File: config.mk
export PLATFORM = sky130hd
export DESIGN_NAME = sk6812_chain_driver_flat
export DESIGN_NICKNAME = d
export VERILOG_FILES = /design/src/rtl/sk6812_chain_driver_if.sv /design/src/rtl/sk6812_chain_driver.sv /design/src/flat_wrapper.sv
export SDC_FILE = /design/constraint.sdc
export NUM_CORES = 1
export LEC_CHECK = 0
export CAP_MARGIN = 20
export CORE_UTILIZATION = 60
export CTS_CLUSTER_DIAMETER = 120
export DETAILED_ROUTE_END_ITERATION = 12
export DONT_BUFFER_PORTS = 1
export PLACE_DENSITY = 0.76
export REMOVE_ABC_BUFFERS = 1
export SLEW_MARGIN = 20
export SYNTH_ARGS = -nofsm -noshare
export SYNTH_HDL_FRONTEND = slang
export SYNTH_SLANG_ARGS = --single-unit
export TNS_END_PERCENT = 50
File: constraint.sdc
create_clock -name clk -period 3.6 [get_ports clk]
set_input_delay 0.18 -clock clk [delete_from_list [all_inputs] [get_ports clk]]
set_output_delay 0.18 -clock clk [all_outputs]
set_load 0.03 [all_outputs]
File: src/rtl/sk6812_chain_driver_if.sv
// Host-side bus for the SK6812 chain driver: pixel writes plus frame control.
// master = host (wr_en/wr_addr/wr_data/start), slave = driver (wr_err/busy/done).
interface sk6812_chain_driver_if #(
    parameter int NUM_LEDS     = 2,
    parameter int BITS_PER_LED = 24
);
    localparam int AW = $clog2(NUM_LEDS);

    logic                    wr_en;
    logic [AW-1:0]           wr_addr;
    logic [BITS_PER_LED-1:0] wr_data;
    logic                    wr_err;
    logic                    start;
    logic                    busy;
    logic                    done;

    modport master (
        output wr_en, wr_addr, wr_data, start,
        input  wr_err, busy, done
    );

    modport slave (
        input  wr_en, wr_addr, wr_data, start,
        output wr_err, busy, done
    );
endinterface

File: src/rtl/sk6812_chain_driver.sv
// SK6812 one-wire chain driver: serialises NUM_LEDS pixel words from a small RAM.
// Ports: clk, rst_n (sync, active low), bus (slave: writes, start/busy/done), ledstr.
module sk6812_chain_driver #(
    parameter int NUM_LEDS     = 2,
    parameter int BITS_PER_LED = 24,
    parameter int BIT_CYC      = 15,
    parameter int T0H_CYC      = 4,
    parameter int T1H_CYC      = 7,
    parameter int RESET_CYC    = 1000,
    parameter bit INVERT_OUT   = 1'b1
) (
    input  logic                 clk,
    input  logic                 rst_n,
    sk6812_chain_driver_if.slave bus,
    output logic                 ledstr
);
    localparam int AW  = $clog2(NUM_LEDS);
    localparam int BW  = BITS_PER_LED;
    localparam int BCW = $clog2(BITS_PER_LED);
    localparam int CW  = $clog2(BIT_CYC + 1);
    localparam int RW  = $clog2(RESET_CYC + 1);

    localparam logic [AW:0]    N_EXT    = (AW+1)'(NUM_LEDS);
    localparam logic [AW-1:0]  LAST_PIX = AW'(NUM_LEDS - 1);
    localparam logic [BCW-1:0] LAST_BIT = BCW'(BITS_PER_LED - 1);
    localparam logic [CW-1:0]  LAST_CYC = CW'(BIT_CYC - 1);
    localparam logic [CW-1:0]  T0H_W    = CW'(T0H_CYC);
    localparam logic [CW-1:0]  T1H_W    = CW'(T1H_CYC);
    localparam logic [RW-1:0]  LAST_LAT = RW'(RESET_CYC - 1);

    typedef enum logic [1:0] {S_IDLE, S_LOAD, S_BIT, S_LATCH} state_t;

    state_t         state;
    logic [BW-1:0]  ram [NUM_LEDS];
    logic [BW-1:0]  rd_data;
    logic [BW-1:0]  shreg;
    logic [AW-1:0]  rd_addr;
    logic [AW-1:0]  pix_cnt;
    logic [BCW-1:0] bit_cnt;
    logic [CW-1:0]  cyc_cnt;
    logic [CW-1:0]  cyc_nxt;
    logic [CW-1:0]  high_len;
    logic [RW-1:0]  lat_cnt;
    logic           line;
    logic           busy_q;
    logic           done_q;
    logic           werr_q;
    logic           wr_ok;
    logic           cur_bit;

    assign wr_ok = bus.wr_en && !busy_q && ({1'b0, bus.wr_addr} < N_EXT);

    // Prefetch the next pixel while the current one shifts out; pixel 0
    // is read during LOAD so a write accepted with start is picked up.
    assign rd_addr = (state == S_BIT && pix_cnt != LAST_PIX) ?
                     pix_cnt + AW'(1) : '0;

    // The bit value is first needed when leaving cycle 0 of a bit (cycle 0
    // is high for either value), so the word is latched on that edge.
    always_comb begin
        cur_bit = shreg[BW-1];
        if (cyc_cnt == '0)
            cur_bit = (bit_cnt == '0) ? rd_data[BW-1] : shreg[BW-2];
        high_len = cur_bit ? T1H_W : T0H_W;
        cyc_nxt  = cyc_cnt + CW'(1);
    end

    always_ff @(posedge clk) begin
        if (wr_ok)
            ram[bus.wr_addr] <= bus.wr_data;
        rd_data <= ram[rd_addr];
    end

    always_ff @(posedge clk) begin
        if (!rst_n) begin
            state   <= S_IDLE;
            pix_cnt <= '0;
            bit_cnt <= '0;
            cyc_cnt <= '0;
            lat_cnt <= '0;
            shreg   <= '0;
            line    <= 1'b0;
            busy_q  <= 1'b0;
            done_q  <= 1'b0;
            werr_q  <= 1'b0;
        end else begin
            done_q <= 1'b0;
            werr_q <= bus.wr_en && !wr_ok;
            unique case (state)
                S_IDLE: begin
                    if (bus.start) begin
                        state  <= S_LOAD;
                        busy_q <= 1'b1;
                    end
                end
                S_LOAD: begin
                    state   <= S_BIT;
                    pix_cnt <= '0;
                    bit_cnt <= '0;
                    cyc_cnt <= '0;
                    line    <= 1'b1;
                end
                S_BIT: begin
                    if (cyc_cnt == LAST_CYC) begin
                        cyc_cnt <= '0;
                        line    <= 1'b1;
                        if (bit_cnt == LAST_BIT) begin
                            bit_cnt <= '0;
                            if (pix_cnt == LAST_PIX) begin
                                state   <= S_LATCH;
                                lat_cnt <= '0;
                                line    <= 1'b0;
                            end else begin
                                pix_cnt <= pix_cnt + AW'(1);
                            end
                        end else begin
                            bit_cnt <= bit_cnt + BCW'(1);
                        end
                    end else begin
                        cyc_cnt <= cyc_nxt;
                        line    <= (cyc_nxt < high_len);
                        if (cyc_cnt == '0)
                            shreg <= (bit_cnt == '0) ? rd_data : (shreg << 1);
                    end
                end
                S_LATCH: begin
                    if (lat_cnt == LAST_LAT) begin
                        state  <= S_IDLE;
                        busy_q <= 1'b0;
                        done_q <= 1'b1;
                    end else begin
                        lat_cnt <= lat_cnt + RW'(1);
                    end
                end
                default: state <= S_IDLE;
            endcase
        end
    end

    assign bus.busy   = busy_q;
    assign bus.done   = done_q;
    assign bus.wr_err = werr_q;
    assign ledstr     = INVERT_OUT ? ~line : line;
endmodule

File: src/flat_wrapper.sv
// flat-port wrapper written by rule: the top's interface ports become plain ports
module sk6812_chain_driver_flat 
#(
    parameter int NUM_LEDS     = 2,
    parameter int BITS_PER_LED = 24,
    parameter int BIT_CYC      = 15,
    parameter int T0H_CYC      = 4,
    parameter int T1H_CYC      = 7,
    parameter int RESET_CYC    = 1000,
    parameter bit INVERT_OUT   = 1'b1
)
  (clk, rst_n, ledstr, bus_wr_en, bus_wr_addr, bus_wr_data, bus_start, bus_wr_err, bus_busy, bus_done);
  sk6812_chain_driver_if #(.NUM_LEDS(NUM_LEDS), .BITS_PER_LED(BITS_PER_LED)) bus_i ();
  input  logic clk;
  input  logic rst_n;
  output logic ledstr;
  input wire logic [$bits(bus_i.wr_en)-1:0] bus_wr_en;
  input wire logic [$bits(bus_i.wr_addr)-1:0] bus_wr_addr;
  input wire logic [$bits(bus_i.wr_data)-1:0] bus_wr_data;
  input wire logic [$bits(bus_i.start)-1:0] bus_start;
  output wire logic [$bits(bus_i.wr_err)-1:0] bus_wr_err;
  output wire logic [$bits(bus_i.busy)-1:0] bus_busy;
  output wire logic [$bits(bus_i.done)-1:0] bus_done;
  assign bus_i.wr_en = bus_wr_en;
  assign bus_i.wr_addr = bus_wr_addr;
  assign bus_i.wr_data = bus_wr_data;
  assign bus_i.start = bus_start;
  assign bus_wr_err = bus_i.wr_err;
  assign bus_busy = bus_i.busy;
  assign bus_done = bus_i.done;
  sk6812_chain_driver #(.NUM_LEDS(NUM_LEDS), .BITS_PER_LED(BITS_PER_LED), .BIT_CYC(BIT_CYC), .T0H_CYC(T0H_CYC), .T1H_CYC(T1H_CYC), .RESET_CYC(RESET_CYC), .INVERT_OUT(INVERT_OUT)) u_core (.clk(clk), .rst_n(rst_n), .bus(bus_i), .ledstr(ledstr));
endmodule
# Word-level counts from Yosys, hierarchy flattened
# Memory sizes are Yosys's and may differ from the RTL's. A register that Yosys moved wholly into a read port is not among the register bits.
# Cells that the tools add are included.
[op_classes]
addsub = 4
magnitude_cmp = 1
eq_ne = 12
muxes = 35
n_bitwise = 3
n_reduce_logical = 18
[op_table]
columns = ["operator", "n"]
rows = [
  ["2-to-1 mux 10 bit", 4],
  ["2-to-1 mux 24 bit", 1],
  ["case mux 10 bit (2 select lines)", 1],
  ["2-to-1 mux 1 bit", 14],
  ["2-to-1 mux 2 bit", 6],
  ["adder 10 x 1 -> 10 bit (second input constant)", 1],
  ["== test 10 bit (second input constant)", 1],
  ["2-to-1 mux 5 bit", 2],
  ["case mux 5 bit (2 select lines)", 1],
  ["AND reduction 5 bit", 2],
  ["AND reduction 3 bit", 3],
  ["inequality test 2 bit (second input constant)", 4],
  ["case mux 2 bit (4 select lines)", 1],
  ["case mux 4 bit (2 select lines)", 1],
  ["case mux 1 bit (2 select lines)", 3],
  ["nonzero test 2 bit", 3],
  ["adder 5 x 1 -> 5 bit (second input constant)", 1],
  ["== test 5 bit (second input constant)", 1],
  ["zero test 5 bit", 1],
  ["adder 4 x 1 -> 4 bit (second input constant)", 1],
  ["== test 2 bit (second input constant)", 2],
  ["== test 4 bit (second input constant)", 1],
  ["zero test 4 bit", 1],
  ["< comparator 4 bit", 1],
  ["9 further kinds", 16],
]
[totals]
ff_bits = 50
ram_bits = 48
in_bits = 29
elab_cells = 84
n_memories = 1
[mem_list]
columns = ["name", "depth", "word_bits", "read_ports", "rd_clocked_by_memory_dff", "write_ports", "line_no", "source"]
rows = [
  ["u_core.ram", 2, 24, 1, 1, 1, "sk6812_chain_driver.sv:34", "logic [BW-1:0] ram [NUM_LEDS];"],
]

# Depth between registers and ports, before layout
[logic_depth]
ltp_word = 7
mapped_depth = 10
depth_no_buf = 9

# Least setup slack after synthesis
# Ideal clock, no wire load.
[synth_timing]
path_type = "register to register"
from = "reg u_core.busy_q, in the netlist u_core.bus.busy"
to = "mem u_core.ram[0][0] in the netlist's numbering (enable)"
setup_ns = 0.440
t_arrival_ns = 2.304
required_ns = 3.160
slack_ns = 0.856
path_stages_with_launch = 2
path_buffers = 0
period_less_slack_ns = 2.744
cell_sequence = "dfxtp_1 > nor3b_1"
[synth_between]
elab_chain_cells = 4
[synth_rtl]
columns = ["element", "line_no", "source"]
rows = [
  ["start, declared", "sk6812_chain_driver.sv:45", "logic busy_q;"],
  ["start signal, assigned", "sk6812_chain_driver.sv:83", "busy_q <= 1'b0;"],
  ["start signal, assigned", "sk6812_chain_driver.sv:93", "busy_q <= 1'b1;"],
  ["start signal, assigned", "sk6812_chain_driver.sv:129", "busy_q <= 1'b0;"],
  ["zero test 1 bit", "sk6812_chain_driver.sv:51", "assign wr_ok = bus.wr_en && !busy_q && ({1'b0, bus.wr_addr} < N_EXT);"],
  ["logical AND 1 bit", "sk6812_chain_driver.sv:51", ""],
  ["2-to-1 mux 1 bit", "sk6812_chain_driver.sv:69", "if (wr_ok)"],
  ["2-to-1 mux 1 bit (implied by the code)", "sk6812_chain_driver.sv:70", "ram[bus.wr_addr] <= bus.wr_data;"],
  ["end, declared", "sk6812_chain_driver.sv:34", ""],
]
# No other way between the ends.

# Worst setup path after layout
[layout_timing]
from = "reg u_core.bit_cnt[0]"
to = "reg u_core.line"
[layout_between]
elab_chain_cells = 7
elab_cells_between_ends = 9
[layout_rtl]
columns = ["element", "line_no", "source"]
rows = [
  ["start, declared", "sk6812_chain_driver.sv:39", "logic [BCW-1:0] bit_cnt;"],
  ["start signal, assigned", "sk6812_chain_driver.sv:117", "bit_cnt <= bit_cnt + BCW'(1);"],
  ["zero test 5 bit", "sk6812_chain_driver.sv:63", "cur_bit = (bit_cnt == '0) ? rd_data[BW-1] : shreg[BW-2];"],
  ["2-to-1 mux 1 bit", "sk6812_chain_driver.sv:63", ""],
  ["2-to-1 mux 1 bit", "sk6812_chain_driver.sv:62", "if (cyc_cnt == '0)"],
  ["2-to-1 mux 2 bit", "sk6812_chain_driver.sv:64", "high_len = cur_bit ? T1H_W : T0H_W;"],
  ["< comparator 4 bit", "sk6812_chain_driver.sv:121", "line <= (cyc_nxt < high_len);"],
  ["2-to-1 mux 1 bit (*)", "sk6812_chain_driver.sv:104", "if (cyc_cnt == LAST_CYC) begin"],
  ["case mux 1 bit (2 select lines) (*)", "sk6812_chain_driver.sv:89", "unique case (state)"],
  ["end signal, assigned", "sk6812_chain_driver.sv:121", ""],
  ["end, declared", "sk6812_chain_driver.sv:44", "logic line;"],
]
# Every way passes the cells marked *; elsewhere a longest branch is shown, timed or not.
# A chain may end at the register's enable or synchronous reset.

==> results.md <==
- Run status: finished clean
- Die Area: 8470 um2
- RSZ-0062 raised after global routing: no
- Drt pass-1 iters: 4
- First-pass GRT wire length: 15000 um
- Synthesized flop and latch total: 122
- CP max stage cell: buf_4
- Input/output buffers: 0
- CP peak stage delay: 420 ps
- Worst Max-Slew Pin Slew: 673 ps
- Layout cell share with drive strength beyond 1: 17.0%
- Slew Viols, Final: 0
- Core Area: 7770 um2
- Compound-Gate Fraction of Synth Area: 10.5%
- CP delay by family, top: buffers and inverters
- Detailed placer's ending HPWL: 5060 um
- Via count: 3151
- Crit start category: flop
- Largest family of logic cells by synthesized area: simple AND/OR/NAND/NOR gates
- # fillers: 524
- Post-synth EDFFs: 48
- Setup Buffers After CTS: 0
- CP cell instances: inv_1, ha_1, nor4b_4, buf_4, mux2i_1, a21o_1, ha_1, o22ai_1, nand4_1, o211ai_1
- Synth Cell Area: 4860 um2
- Register area share after synthesis: 60.1%
- Rel. slew slack: 55.1%
- Lkg Pwr: 0.00218 uW
- Initial Util: 62.6%
- Diodes inserted: 0
- Post-route antenna net violation count: 0
- Asr flop ratio synth: 0%
- Post-cts resize count: 0
- TritonCTS clock tree: done
- Setup CP Type: flop to flop
- Gp weighted congestion: 0.816
- # rows: 32
- Most used cell, CP: ha_1
- Ys flop type: dfxtp_1
- Worst endpoint data arrival time: 2840 ps
- Setup crit end kind: flop
- Post-CTS Hold Fix Bufs: 27
- Worst hold path type: primary input to flop
- XOR/XNOR Fraction of Synth Area: 0.180%
- P per Cell Area: 667 nW/um2
- # IOs: 33
- Clock Tree Buf Depth: 2
- Via density per instance: 5.86
- Die height: 92.0 um
- Clock-pin slew on the worst setup and hold paths: 60 ps
- Minimum clock period: 2410 ps
- Clock Latency Late Sink: 500 ps
- Drt wl/cell: 16.6 um
- H-tree depth: 4
- Total GRT Usage: 23.4%
- Initial DRC count: 119
- Number of synthesis warnings: 0
- Peak VDD IR: 0.445 mV
- Initial antenna violation count: 0
- Largest net degree at the start of global routing: 49
- Clk_skew: 10.9 ps
- Crit path required time: 4030 ps
- Area growth syn-to-layout: 18.8%
- CTS root buf: clkbuf_8
- Nets: 464
- Vias in the first global route: 3103
- Cell count after synthesis: 393
- Max Cap Viol: 0
- Final Hold Slack: 10.4 ps
- Post-Synth Simple-Gate Area: 12.0%
- Post-Synth Adder-Cell Area: 2.83%
- Final setup viols: 0
- Mean Syn Cell Area: 12.4 um2
- Die width: 92.0 um
- Total Neg Setup Slack: 0 ps
- Total CTS buffers: 17
- Routed wire length: 8910 um
- DRC violations left: 0
- F_max: 0.415 GHz
- Crit path buffers/inverters: 2
- Yosys cell types: 54
- Gr ovfl total: 0
- Post-synthesis mux area share: 11.3%
- Period utilisation layout: 66.9%
- CTS sink cnt: 122
- Hold Vio Cnt, Final: 0
- Max FO, Critical Path: 24
- Pre-CTS setup slack: 1250 ps
- Setup WS post-layout: 1190 ps
-- routing by layer --
metal | global-route usage, % | part of all wire [%] | vias to the layer above
met5 | 0 | 0 | -
met4 | 10.3 | 0.92 | 0
met3 | 5.14 | 3.3 | 8
met2 | 39.5 | 51 | 61
met1 | 28.7 | 45 | 1547
li1 | - | - | 1535
-- path summary, 6_finish.rpt --
path	slack, ps	endpoint	cells past startpoint	startpoint
setup reg to reg	1190	u_core.line$_SDFFE_PN0P_	10	u_core.bit_cnt[0]$_SDFFE_PN0P_
setup / recovery	1190	u_core.line$_SDFFE_PN0P_	10	u_core.bit_cnt[0]$_SDFFE_PN0P_
hold reg to reg	470	u_core.rd_data[22]$_DFF_P_	1	u_core.ram[0][22]$_DFFE_PP_
hold / removal	10	u_core.cyc_cnt[1]$_SDFFE_PN0P_	2	rst_n
-- stage by stage --
step	total power [uW]	instance area [um2]	instances	utilization, %
detailed placement	2350	4940	479	63.6
global route	4050	5780	538	74.4
global placement	2320	4940	479	63.6
finish	3850	5780	538	74.4
CTS	3870	5740	537	73.9
floorplan	2210	4760	372	-
-- flip-flops by register name, indices dropped and copies added (netlist names) --
register	count
u_core.line	1
u_core.cyc_cnt	4
u_core.lat_cnt	10
u_core.state	2
u_core.bus.busy	1
u_core.shreg	24
u_core.pix_cnt	1
u_core.bit_cnt	5
u_core.ram	48
u_core.rd_data	24
u_core.bus.done	1
u_core.bus.wr_err	1
-- cell usage in the layout (no fill, tap or decap), types with 4 or more instances in the layout --
cell type,count
a211oi_1,23
a21oi_1,20
buf_4,5
clkbuf_16,16
clkinvlp_4,5
dfxtp_1,74
dlygate4sd3_1,27
edfxtp_1,48
ha_1,11
inv_1,11
inv_6,5
mux2_2,25
mux2i_1,27
nand2_1,14
nand2b_1,8
nand3_1,10
nand4_1,5
nor2_1,28
nor2b_1,4
o21ai_0,4
o31ai_1,7
or3_1,4
or4_1,8
-- area by class of cell --
type                            instances  area (um2)  area share [%]
Sequential cell                       122        2920            50.6
Multi-Input combinational cell        238        1820            31.5
Clock buffer                           17         414            7.17
Timing Repair Buffer                   33         335            5.80
Tap cell                              102         128            2.21
Clock inverter                         14         115            1.99
Inverter                               12        45.0           0.780
-- synth_stat cells (2+ instances only) --
library cell / number / share of area [%]
dfxtp_1: 74 / 30
edfxtp_1: 48 / 30
nor2_1: 28 / 2.2
mux2i_1: 27 / 5.6
mux2_2: 25 / 5.8
a211oi_1: 23 / 3.6
a21oi_1: 20 / 2.1
nand2_1: 14 / 1.1
ha_1: 11 / 2.8
inv_1: 11 / 0.85
buf_2: 10 / 1.0
nand3_1: 10 / 1.0
nand2b_1: 8 / 1.0
or4_1: 8 / 1.2
clkbuf_1: 7 / 0.54
o31ai_1: 7 / 1.1
nand4_1: 5 / 0.64
nor2b_1: 4 / 0.51
nor3b_1: 4 / 0.62
o21ai_0: 4 / 0.41
or3_1: 4 / 0.51
and3_1: 3 / 0.39
o211ai_1: 3 / 0.46
buf_4: 2 / 0.31
nand4b_1: 2 / 0.36
nor3_1: 2 / 0.21
or2_2: 2 / 0.26
-- cells by family after synthesis --
family / count (synthesis)
adder cells (fa/ha/maj): 11
XOR/XNOR: 1
AO/OA/AOI/OAI: 71
AND/OR/NAND/NOR: 103
multiplexers: 52
buffers and inverters: 33
flip-flops: 122
-- power by group --
| part | internal, uW | switching [uW] |
|---|---|---|
| Combinational | 251 | 316 |
| Sequential | 1680 | 123 |
| Clock | 855 | 629 |
| Total | 2790 | 1070 |
-- worst reg2reg max path, delay by kind of cell (launching register included) --
kind / cells / cell delay [ps]
fa+ha+maj: 2 / 380
simple gates: 2 / 300
flops: 1 / 340
buf+inv: 2 / 530
compound gates: 3 / 450
mux: 1 / 340
No activity file was read; power rests on OpenSTA's default activity.
